`src/rtl/adf4360_hop_sequencer_pkg.sv`:
```
// Shared types and widths for the ADF4360 hop sequencer.
package adf4360_hop_sequencer_pkg;

    localparam int ADF_WORD_W = 24;
    localparam int HOP_IDX_W  = 4;

    typedef enum logic [2:0] {
        ST_IDLE,
        ST_LAUNCH,
        ST_WAIT_ACK,
        ST_WAIT_RDY,
        ST_SETTLE
    } hop_state_t;

    // Table walk wraps to entry 0 once the final index has been used.
    function automatic logic [HOP_IDX_W-1:0] next_idx(input logic [HOP_IDX_W-1:0] idx,
                                                      input logic [HOP_IDX_W-1:0] last_idx);
        return (idx >= last_idx) ? '0 : idx + 1'b1;
    endfunction

endpackage

```
`src/rtl/adf4360_hop_sequencer_if.sv`:
```
// Launch/handshake bus between the hop sequencer and the ADF4360 serial programmer.
interface adf4360_hop_sequencer_if;
    import adf4360_hop_sequencer_pkg::*;

    logic                  prog_trig_o;
    logic [ADF_WORD_W-1:0] prog_R_o;
    logic [ADF_WORD_W-1:0] prog_C_o;
    logic [ADF_WORD_W-1:0] prog_N_o;
    logic                  prog_ready_i;

    modport master (
        output prog_trig_o, prog_R_o, prog_C_o, prog_N_o,
        input  prog_ready_i
    );

    modport slave (
        input  prog_trig_o, prog_R_o, prog_C_o, prog_N_o,
        output prog_ready_i
    );

endinterface

```
`src/rtl/adf4360_hop_sequencer_hop_table_ram.sv`:
```
// 16x24 N-word table: synchronous write, combinational read, so a same-cycle
// write and read of one entry returns the old contents.
module hop_table_ram
    import adf4360_hop_sequencer_pkg::*;
(
    input  logic                  i_clk,
    input  logic                  i_wr_en,
    input  logic [HOP_IDX_W-1:0]  i_wr_addr,
    input  logic [ADF_WORD_W-1:0] i_wr_data,
    input  logic [HOP_IDX_W-1:0]  i_rd_addr,
    output logic [ADF_WORD_W-1:0] o_rd_data
);

    logic [ADF_WORD_W-1:0] r_mem [0:(1<<HOP_IDX_W)-1];

    always_ff @(posedge i_clk) begin
        if (i_wr_en) begin
            r_mem[i_wr_addr] <= i_wr_data;
        end
    end

    assign o_rd_data = r_mem[i_rd_addr];

endmodule

```
`src/rtl/adf4360_hop_sequencer.sv`:
```
// Steps through the hop table on each strobe, launches the programmer, times
// out stalled writes and reports completion once the synthesizer has settled.
module adf4360_hop_sequencer
    import adf4360_hop_sequencer_pkg::*;
#(
    parameter int SETTLE_CYCLES  = 20000,
    parameter int TIMEOUT_CYCLES = 4096
) (
    input  logic                  clk_i,
    input  logic                  rst_n_i,
    input  logic                  wr_en_i,
    input  logic [HOP_IDX_W-1:0]  wr_addr_i,
    input  logic [ADF_WORD_W-1:0] wr_data_i,
    input  logic [ADF_WORD_W-1:0] R_cfg_i,
    input  logic [ADF_WORD_W-1:0] C_cfg_i,
    input  logic [HOP_IDX_W-1:0]  last_idx_i,
    input  logic                  arm_i,
    input  logic                  step_i,
    adf4360_hop_sequencer_if.master prog,
    output logic [HOP_IDX_W-1:0]  idx_o,
    output logic                  busy_o,
    output logic                  done_o,
    output logic                  overrun_o,
    output logic                  err_o
);

    localparam int SET_W = (SETTLE_CYCLES > 1) ? $clog2(SETTLE_CYCLES) : 1;
    localparam int TMO_W = $clog2(TIMEOUT_CYCLES + 1);

    hop_state_t            r_state, w_state_next;
    logic [HOP_IDX_W-1:0]  r_idx, w_idx_next;
    logic [ADF_WORD_W-1:0] r_prog_N, r_prog_R, r_prog_C, w_rd_data;
    logic                  r_trig, r_busy, r_done, r_overrun, r_err;
    logic                  w_overrun_next, w_err_next, w_capture;
    logic [TMO_W-1:0]      r_tmo, w_tmo_next;
    logic [SET_W-1:0]      r_settle, w_settle_next;

    hop_table_ram u_table (
        .i_clk     (clk_i),
        .i_wr_en   (wr_en_i),
        .i_wr_addr (wr_addr_i),
        .i_wr_data (wr_data_i),
        .i_rd_addr (r_idx),
        .o_rd_data (w_rd_data)
    );

    always_comb begin
        w_state_next   = r_state;
        w_idx_next     = r_idx;
        w_overrun_next = r_overrun;
        w_err_next     = r_err;
        w_tmo_next     = r_tmo;
        w_settle_next  = r_settle;
        w_capture      = 1'b0;

        unique case (r_state)
            ST_IDLE: begin
                if (step_i && !arm_i) begin
                    if (prog.prog_ready_i) begin
                        w_capture    = 1'b1;
                        w_idx_next   = next_idx(r_idx, last_idx_i);
                        w_state_next = ST_LAUNCH;
                    end else begin
                        w_overrun_next = 1'b1;
                    end
                end
            end
            ST_LAUNCH: begin
                w_tmo_next   = '0;
                w_state_next = ST_WAIT_ACK;
            end
            // One timeout budget spans both the acknowledge and completion waits.
            ST_WAIT_ACK, ST_WAIT_RDY: begin
                w_tmo_next = r_tmo + 1'b1;
                if (r_state == ST_WAIT_RDY && prog.prog_ready_i) begin
                    w_settle_next = SET_W'(SETTLE_CYCLES - 1);
                    w_state_next  = ST_SETTLE;
                end else if (r_tmo == TMO_W'(TIMEOUT_CYCLES - 1)) begin
                    w_err_next   = 1'b1;
                    w_state_next = ST_IDLE;
                end else if (r_state == ST_WAIT_ACK && !prog.prog_ready_i) begin
                    w_state_next = ST_WAIT_RDY;
                end
            end
            ST_SETTLE: begin
                if (r_settle == '0) begin
                    w_state_next = ST_IDLE;
                end else begin
                    w_settle_next = r_settle - 1'b1;
                end
            end
            default: w_state_next = ST_IDLE;
        endcase

        if (step_i && r_state != ST_IDLE) begin
            w_overrun_next = 1'b1;
        end
        if (arm_i) begin
            w_idx_next     = '0;
            w_overrun_next = 1'b0;
            w_err_next     = 1'b0;
        end
    end

    // Flags are computed from the next state so every output leaves a flop.
    always_ff @(posedge clk_i or negedge rst_n_i) begin
        if (!rst_n_i) begin
            r_state   <= ST_IDLE;
            r_idx     <= '0;
            r_prog_N  <= '0;
            r_prog_R  <= '0;
            r_prog_C  <= '0;
            r_trig    <= 1'b0;
            r_busy    <= 1'b0;
            r_done    <= 1'b0;
            r_overrun <= 1'b0;
            r_err     <= 1'b0;
            r_tmo     <= '0;
            r_settle  <= '0;
        end else begin
            r_state   <= w_state_next;
            r_idx     <= w_idx_next;
            r_trig    <= (w_state_next == ST_LAUNCH);
            r_busy    <= (w_state_next != ST_IDLE);
            r_done    <= (w_state_next == ST_SETTLE) && (w_settle_next == '0);
            r_overrun <= w_overrun_next;
            r_err     <= w_err_next;
            r_tmo     <= w_tmo_next;
            r_settle  <= w_settle_next;
            if (w_capture) begin
                r_prog_N <= w_rd_data;
                r_prog_R <= R_cfg_i;
                r_prog_C <= C_cfg_i;
            end
        end
    end

    assign prog.prog_trig_o = r_trig;
    assign prog.prog_N_o    = r_prog_N;
    assign prog.prog_R_o    = r_prog_R;
    assign prog.prog_C_o    = r_prog_C;
    assign idx_o            = r_idx;
    assign busy_o           = r_busy;
    assign done_o           = r_done;
    assign overrun_o        = r_overrun;
    assign err_o            = r_err;

endmodule

```
`src/flat_wrapper.sv`:
```
// flat-port wrapper written by rule: the top's interface ports become plain ports
module adf4360_hop_sequencer_flat import adf4360_hop_sequencer_pkg::*;
#(
    parameter int SETTLE_CYCLES  = 20000,
    parameter int TIMEOUT_CYCLES = 4096
)
  (clk_i, rst_n_i, wr_en_i, wr_addr_i, wr_data_i, R_cfg_i, C_cfg_i, last_idx_i, arm_i, step_i, idx_o, busy_o, done_o, overrun_o, err_o, prog_prog_trig_o, prog_prog_R_o, prog_prog_C_o, prog_prog_N_o, prog_prog_ready_i);
  adf4360_hop_sequencer_if prog_i ();
  input  logic clk_i;
  input  logic rst_n_i;
  input  logic wr_en_i;
  input  logic [HOP_IDX_W-1:0] wr_addr_i;
  input  logic [ADF_WORD_W-1:0] wr_data_i;
  input  logic [ADF_WORD_W-1:0] R_cfg_i;
  input  logic [ADF_WORD_W-1:0] C_cfg_i;
  input  logic [HOP_IDX_W-1:0] last_idx_i;
  input  logic arm_i;
  input  logic step_i;
  output logic [HOP_IDX_W-1:0] idx_o;
  output logic busy_o;
  output logic done_o;
  output logic overrun_o;
  output logic err_o;
  output wire logic [$bits(prog_i.prog_trig_o)-1:0] prog_prog_trig_o;
  output wire logic [$bits(prog_i.prog_R_o)-1:0] prog_prog_R_o;
  output wire logic [$bits(prog_i.prog_C_o)-1:0] prog_prog_C_o;
  output wire logic [$bits(prog_i.prog_N_o)-1:0] prog_prog_N_o;
  input wire logic [$bits(prog_i.prog_ready_i)-1:0] prog_prog_ready_i;
  assign prog_prog_trig_o = prog_i.prog_trig_o;
  assign prog_prog_R_o = prog_i.prog_R_o;
  assign prog_prog_C_o = prog_i.prog_C_o;
  assign prog_prog_N_o = prog_i.prog_N_o;
  assign prog_i.prog_ready_i = prog_prog_ready_i;
  adf4360_hop_sequencer #(.SETTLE_CYCLES(SETTLE_CYCLES), .TIMEOUT_CYCLES(TIMEOUT_CYCLES)) u_core (.clk_i(clk_i), .rst_n_i(rst_n_i), .wr_en_i(wr_en_i), .wr_addr_i(wr_addr_i), .wr_data_i(wr_data_i), .R_cfg_i(R_cfg_i), .C_cfg_i(C_cfg_i), .last_idx_i(last_idx_i), .arm_i(arm_i), .step_i(step_i), .prog(prog_i), .idx_o(idx_o), .busy_o(busy_o), .done_o(done_o), .overrun_o(overrun_o), .err_o(err_o));
endmodule
```
`config.mk`:
```
export PLATFORM = sky130hd
export DESIGN_NAME = adf4360_hop_sequencer_flat
export DESIGN_NICKNAME = d
export VERILOG_FILES = /design/src/rtl/adf4360_hop_sequencer_pkg.sv /design/src/rtl/adf4360_hop_sequencer_if.sv /design/src/rtl/adf4360_hop_sequencer_hop_table_ram.sv /design/src/rtl/adf4360_hop_sequencer.sv /design/src/flat_wrapper.sv
export SDC_FILE = /design/constraint.sdc
export NUM_CORES = 1
export LEC_CHECK = 0
export BUFFER_PORTS_ARGS = -buffer_cell sky130_fd_sc_hd__clkbuf_2
export CORE_MARGIN = 2
export CORE_UTILIZATION = 27
export CTS_CLUSTER_SIZE = 20
export DETAILED_ROUTE_END_ITERATION = 10
export HOLD_SLACK_MARGIN = 0.08
export SLEW_MARGIN = 20
export SYNTH_ARGS = -nofsm -noshare
export SYNTH_HDL_FRONTEND = slang
export SYNTH_SLANG_ARGS = --single-unit
```
`constraint.sdc`:
```
create_clock -name clk_i -period 2.81 [get_ports clk_i]
set_input_delay 0.281 -clock clk_i [delete_from_list [all_inputs] [get_ports clk_i]]
set_output_delay 0.281 -clock clk_i [all_outputs]
set_load 0.02 [all_outputs]
```
# Word level (Yosys, flattened, before mapping)
# Memory sizes are Yosys's and may differ from the RTL's. A register that Yosys moved wholly into a read port is not among the register bits.
# Cells that the tools add are included.
[word_totals]
elab_cells = 80
n_memories = 1
ram_bits = 384
in_bits = 86
register_bits = 88
[mem_list]
columns = ["name", "depth", "word_bits", "read_ports", "rd_clocked_by_memory_dff", "wr", "line", "rtl"]
rows = [
  ["u_core.u_table.r_mem", 16, 24, 1, 1, 1, "adf4360_hop_sequencer_hop_table_ram.sv:14", "logic [ADF_WORD_W-1:0] r_mem [0:(1<<HOP_IDX_W)-1];"],
]
[classes]
eq_ne = 9
n_reduce_logical = 25
order_cmp = 1
n_mux = 30
n_addsub = 3
[ops]
columns = ["operator", "count"]
rows = [
  ["15-bit logical NOT", 2],
  ["15-bit 2-to-1 mux", 2],
  ["15-bit one-hot mux with 2 select lines", 1],
  ["13-bit one-hot mux with 2 select lines", 1],
  ["4-bit 2-to-1 mux", 5],
  ["3-bit 2-to-1 mux", 6],
  ["15-bit by 1-bit subtractor with 15-bit output (second input constant)", 1],
  ["1-bit 2-to-1 mux", 14],
  ["13-bit by 1-bit adder with 13-bit output (second input constant)", 1],
  ["13-bit by 12-bit equality test with 1-bit output (second input constant)", 1],
  ["3-bit one-hot mux with 4 select lines", 1],
  ["2-bit nonzero test", 6],
  ["3-bit nonzero test", 4],
  ["3-bit AND reduction", 3],
  ["3-bit by 1-bit equality test with 1-bit output (second input constant)", 2],
  ["3-bit by 2-bit equality test with 1-bit output (second input constant)", 2],
  ["3-bit equality test (second input constant)", 2],
  ["1-bit logical AND", 5],
  ["4-bit by 1-bit adder with 4-bit output (second input constant)", 1],
  ["4-bit greater-or-equal comparator", 1],
  ["1-bit logical NOT", 3],
  ["3-bit logical NOT", 1],
  ["3-bit by 2-bit != test with 1-bit output (second input constant)", 1],
  ["2-bit != test (second input constant)", 1],
  ["2-bit OR reduction", 1],
]

# Logic depth before layout (Yosys ltp)
[depth]
depth_word = 8
depth_mapped = 11

# Hierarchy
# From an unflattened synthesis, not the netlist that was laid out.
[unflattened]
hier_cells = 1147
area_unflattened_um2 = 19332.3
[by_module_without_submodules]
columns = ["mod", "area_each_um2", "seq_area_each_um2", "instances", "cells_each"]
rows = [
  ["hop_table_ram", 14450.1, 11531.1, 1, 612],
  ["adf4360_hop_sequencer", 4882.2, 2802.7, 1, 535],
]

# Least setup slack after synthesis
# OpenSTA, ideal clock, no wires.
[synth_path]
path_kind = "input port to flip-flop"
from = "input port wr_addr_i[2]"
to = "memory u_core.u_table.r_mem[0][0], enable pin"
cell_stages = 2
setup_time_ps = 435
path_buffers = 0
arrival_ps = 2463
t_required_ps = 2375
slack_ps = -88
cell_sequence = "or3b_2 -> nor3_1"
[synth_lines]
columns = ["item", "line", "rtl"]
rows = [
  ["start, declared", "flat_wrapper.sv:12", "input logic [HOP_IDX_W-1:0] wr_addr_i;"],
  ["end, declared", "adf4360_hop_sequencer_hop_table_ram.sv:14", ""],
]
# No word-level cell before the write port.

# Worst setup path after layout
[layout_path]
from = "register u_core.r_state[1]"
to = "register u_core.r_prog_R[18] (netlist: u_core.prog.prog_R_o[18])"
[layout_between]
elab_chain_cells = 2
[layout_rtl]
columns = ["item", "line", "rtl"]
rows = [
  ["start, declared", "adf4360_hop_sequencer.sv:30", "hop_state_t r_state, w_state_next;"],
  ["start signal, assigned", "adf4360_hop_sequencer.sv:121", "r_state <= w_state_next;"],
  ["3-bit logical NOT", "adf4360_hop_sequencer.sv:56", "unique case (r_state)"],
  ["1-bit 2-to-1 mux", "adf4360_hop_sequencer.sv:56", ""],
  ["end signal, assigned", "adf4360_hop_sequencer.sv:132", "r_prog_R <= R_cfg_i;"],
  ["end, declared", "adf4360_hop_sequencer.sv:32", "logic [ADF_WORD_W-1:0] r_prog_N, r_prog_R, r_prog_C, w_rd_data;"],
]
# Every way passes these cells.
# A chain may end at the register's enable or synchronous reset.

==> flow_metrics.tcl <==
set metrics [dict create \
    p_sw_mw 5.37 \
    synth-seq-area-share 0.732 \
    final_hold_viol_count 0 \
    async_flop_share 0.226 \
    diodes 0 \
    crit_chain "nor2_1 > nand3_1 > or2_4 > inv_2 > nand2_1 > nand2_1" \
    r2r-start "u_core.r_state[1]" \
    fillers 6867 \
    power.density_mw_per_mm2 780 \
    reg2reg_to "u_core.prog.prog_R_o[18]" \
    multi_input_area_mm2 0.00499 \
    maxSlewHeadroom 0.437 \
    via_count 11606 \
    setup_slack_ns 0.514 \
    path_buf_inv 1 \
    rrSetupSlack_ns 0.51 \
    drv_slew 0 \
    min_from "wr_data_i[10]" \
    crit_path_max_fanout 50 \
    ir_drop_uv 457 \
    period_share 0.817 \
    worstHoldPathCells 1 \
    cp_common_cell "nand2_1" \
    drc 0 \
    grt_remaining_overflow 0 \
    pwr-share-comb 0.166 \
    yosysWarningCount 0 \
    cts_sinks 496 \
    grt_usage 0.125 \
    worstPathArrival_ns 2.82 \
    grt_pass1_vias 11814 \
    p_sw_frac 0.286 \
    max-cap-violations 0 \
    reg2reg_depth 6 \
    seqCellArea_mm2 0.0143 \
    fin_setup_tns_ns 0 \
    clk_pin_slew_ns 0.06 \
    power.leakage_nw 8.46 \
    vias_per_cell 4.65 \
    fin_crit_ns 2.30 \
    routed_wl_um 47200 \
    syn_to_final_growth_pct 23.0 \
    synthTopCellsByCount "edfxtp_1, nand2_1, dfrtp_1" \
    place_hpwl_um 27200 \
    skew_ns 0.0301 \
    outcome "complete, no violations" \
    core_mm2 0.0716 \
    syn_nets 1332 \
    clk_latency_ns 0.62 \
    ant_nets 0 \
    grt_max_degree 61 \
    setup_viol 0 \
    pre_cts_slack_ns 0.556 \
    finalWeightedCongestion 0.822 \
    die_w_um 273 \
    grt_pass1_wl_um 71500 \
    cts_resized 0 \
    hold_class "input port to register" \
    max_freq_ghz 0.435 \
    synth_top_area_share 0.589 \
    ys.flop_type "edfxtp_1" \
    start_kind "register" \
    synth_cell_type_count 52 \
    syn_area_per_cell_um2 15.8 \
    synth_edf_count 384 \
    pwr-share-seq 0.490 \
    synth_cells 1238 \
    synth_area_leaders "edfxtp_1, dfrtp_1, mux4_2, mux2i_1, nand2_1" \
    fp-row-count 98 \
    yosysMostFrequentCell "edfxtp_1" \
    cts_tree "yes" \
    required_ns 3.34 \
    pwr-share-clk 0.344 \
    drive_gt1_frac 0.233 \
    clockBufferDepth 3 \
    ys_ff_latch 496 \
    holdPathEnd "u_core.u_table.r_mem[7][10]" \
    path_depth 6 \
    critPathTopFamily "simple AND/OR/NAND/NOR gates" \
    worstMarginPinSlew_ns 0.844 \
    io_buffers 166 \
    critPathMaxStageDelay_ns 0.62 \
    yosysTopAreaCell "edfxtp_1" \
    routedWlPerCell_um 18.9 \
    cts_max_level 2 \
    die-area_mm2 0.0747 \
    ioPinCount 167 \
    cpMaxStageDelayCell "inv_2" \
    crit_type "register to register" \
    fin_nets 1598 \
    root_buffer "clkbuf_16" \
    drtIter0Drc 911 \
    end_kind "register" \
    fp.dieH_um 273 \
    drtPass1Iterations 5 \
    synth_area_mm2 0.0196 \
    rsz0062_at_grt "no" \
    p_int_mw 13.4 \
    antenna_found_initial 3 \
    start_util 0.273 \
    cts_made_buffers 51 \
]
## layout by cell type, fill, tap and decap left out, drive strengths merged, types with 4 or more instances in the layout
master         n
nand2        243
o21ai         47
a31oi          7
and3           4
dlygate4sd3   74
nand4          7
o221ai        72
nor4           5
inv           11
nand2b         5
dfrtp        112
nand3         16
buf           38
clkinv        22
o31ai          4
xnor2          5
a21o           5
edfxtp       384
or3            5
mux4          48
clkbuf       232
nor3          16
ha             8
a22o           7
mux2i         98
a21oi          8
nor2b          4
nor2          31
## metrics by stage
step	power (mW)	cell area (um^2)	instances	hold WS (ns)	utilization
after global routing	19.7	24100	2495	0.113	0.336
after floorplan	11.2	19600	1238	-0.0146	-
after detailed placement	12.4	21700	2327	0.424	0.303
final	18.8	24100	2495	0.118	0.336
after CTS	19.0	24100	2495	0.0845	0.336
after global placement	12.3	21700	2327	0.417	0.303
## state kept, by name (all words and copies together) (netlist names)
signal,cells
u_core.idx_o,4
u_core.prog.prog_R_o,24
u_core.u_table.r_mem,384
u_core.r_settle,15
u_core.prog.prog_N_o,24
u_core.prog.prog_trig_o,1
u_core.overrun_o,1
u_core.r_tmo,13
u_core.busy_o,1
u_core.r_state,3
u_core.done_o,1
u_core.prog.prog_C_o,24
u_core.err_o,1
## layout make-up
class,instances,share of cell area
clock buffer,67,0.0563
clock inverter,27,0.0104
inverter,9,0.00140
multi-input combinational,669,0.207
sequential,496,0.596
tap,950,0.0494
timing repair buffer,277,0.0795
## power groups by stage
| stage | Clock (mW) | Combinational, mW | Sequential, mW |
|---|---|---|---|
| 2_1_floorplan | 0 | 1.36 | 9.81 |
| 3_3_place_gp | 0 | 3.02 | 9.31 |
| 3_5_place_dp | 0 | 3.07 | 9.36 |
| 4_1_cts | 6.64 | 3.17 | 9.21 |
| 5_1_grt | 6.93 | 3.45 | 9.31 |
| 6_report | 6.47 | 3.12 | 9.20 |
## cells by family after synthesis
logic type | Yosys count | share of synthesized area
multiplexers | 148 | 0.106
buffers and inverters | 73 | 0.0160
flip-flops | 496 | 0.732
AO/OA/AOI/OAI | 157 | 0.0583
XOR/XNOR | 7 | 0.00313
AND/OR/NAND/NOR | 349 | 0.0787
adder cells (fa/ha/maj) | 8 | 0.00511
## layer usage
metal / vias up / GRT usage / part of all wire
met5: - / 0 / 0.00072
met4: 6 / 0.0270 / 0.016
met3: 64 / 0.0340 / 0.078
met2: 374 / 0.202 / 0.46
met1: 5864 / 0.168 / 0.45
li1: 5298 / - / -
## worst max-delay path by stage
| stage | startpoint | endpoint | slack, ns |
|---|---|---|---|
| floorplan | wr_addr_i[2] | u_core.u_table.r_mem[8][0] | 0.21 |
| global placement | u_core.r_state[1] | u_core.prog.prog_C_o[6] | 0.62 |
| finish | u_core.r_state[1] | u_core.prog.prog_R_o[18] | 0.51 |
| detailed placement | u_core.r_state[1] | u_core.prog.prog_R_o[18] | 0.56 |
| CTS | u_core.r_state[1] | u_core.prog.prog_R_o[18] | 0.53 |
| global route | u_core.r_state[1] | u_core.prog.prog_C_o[8] | 0.27 |
## repair_timing
| item | in CTS | in global routing |
|---|---|---|
| hold buffers | 74 | 0 |
| setup buffers | 0 | 0 |
| hold endpoints to repair | 419 | 0 |
(Power assumes the default switching activity.)
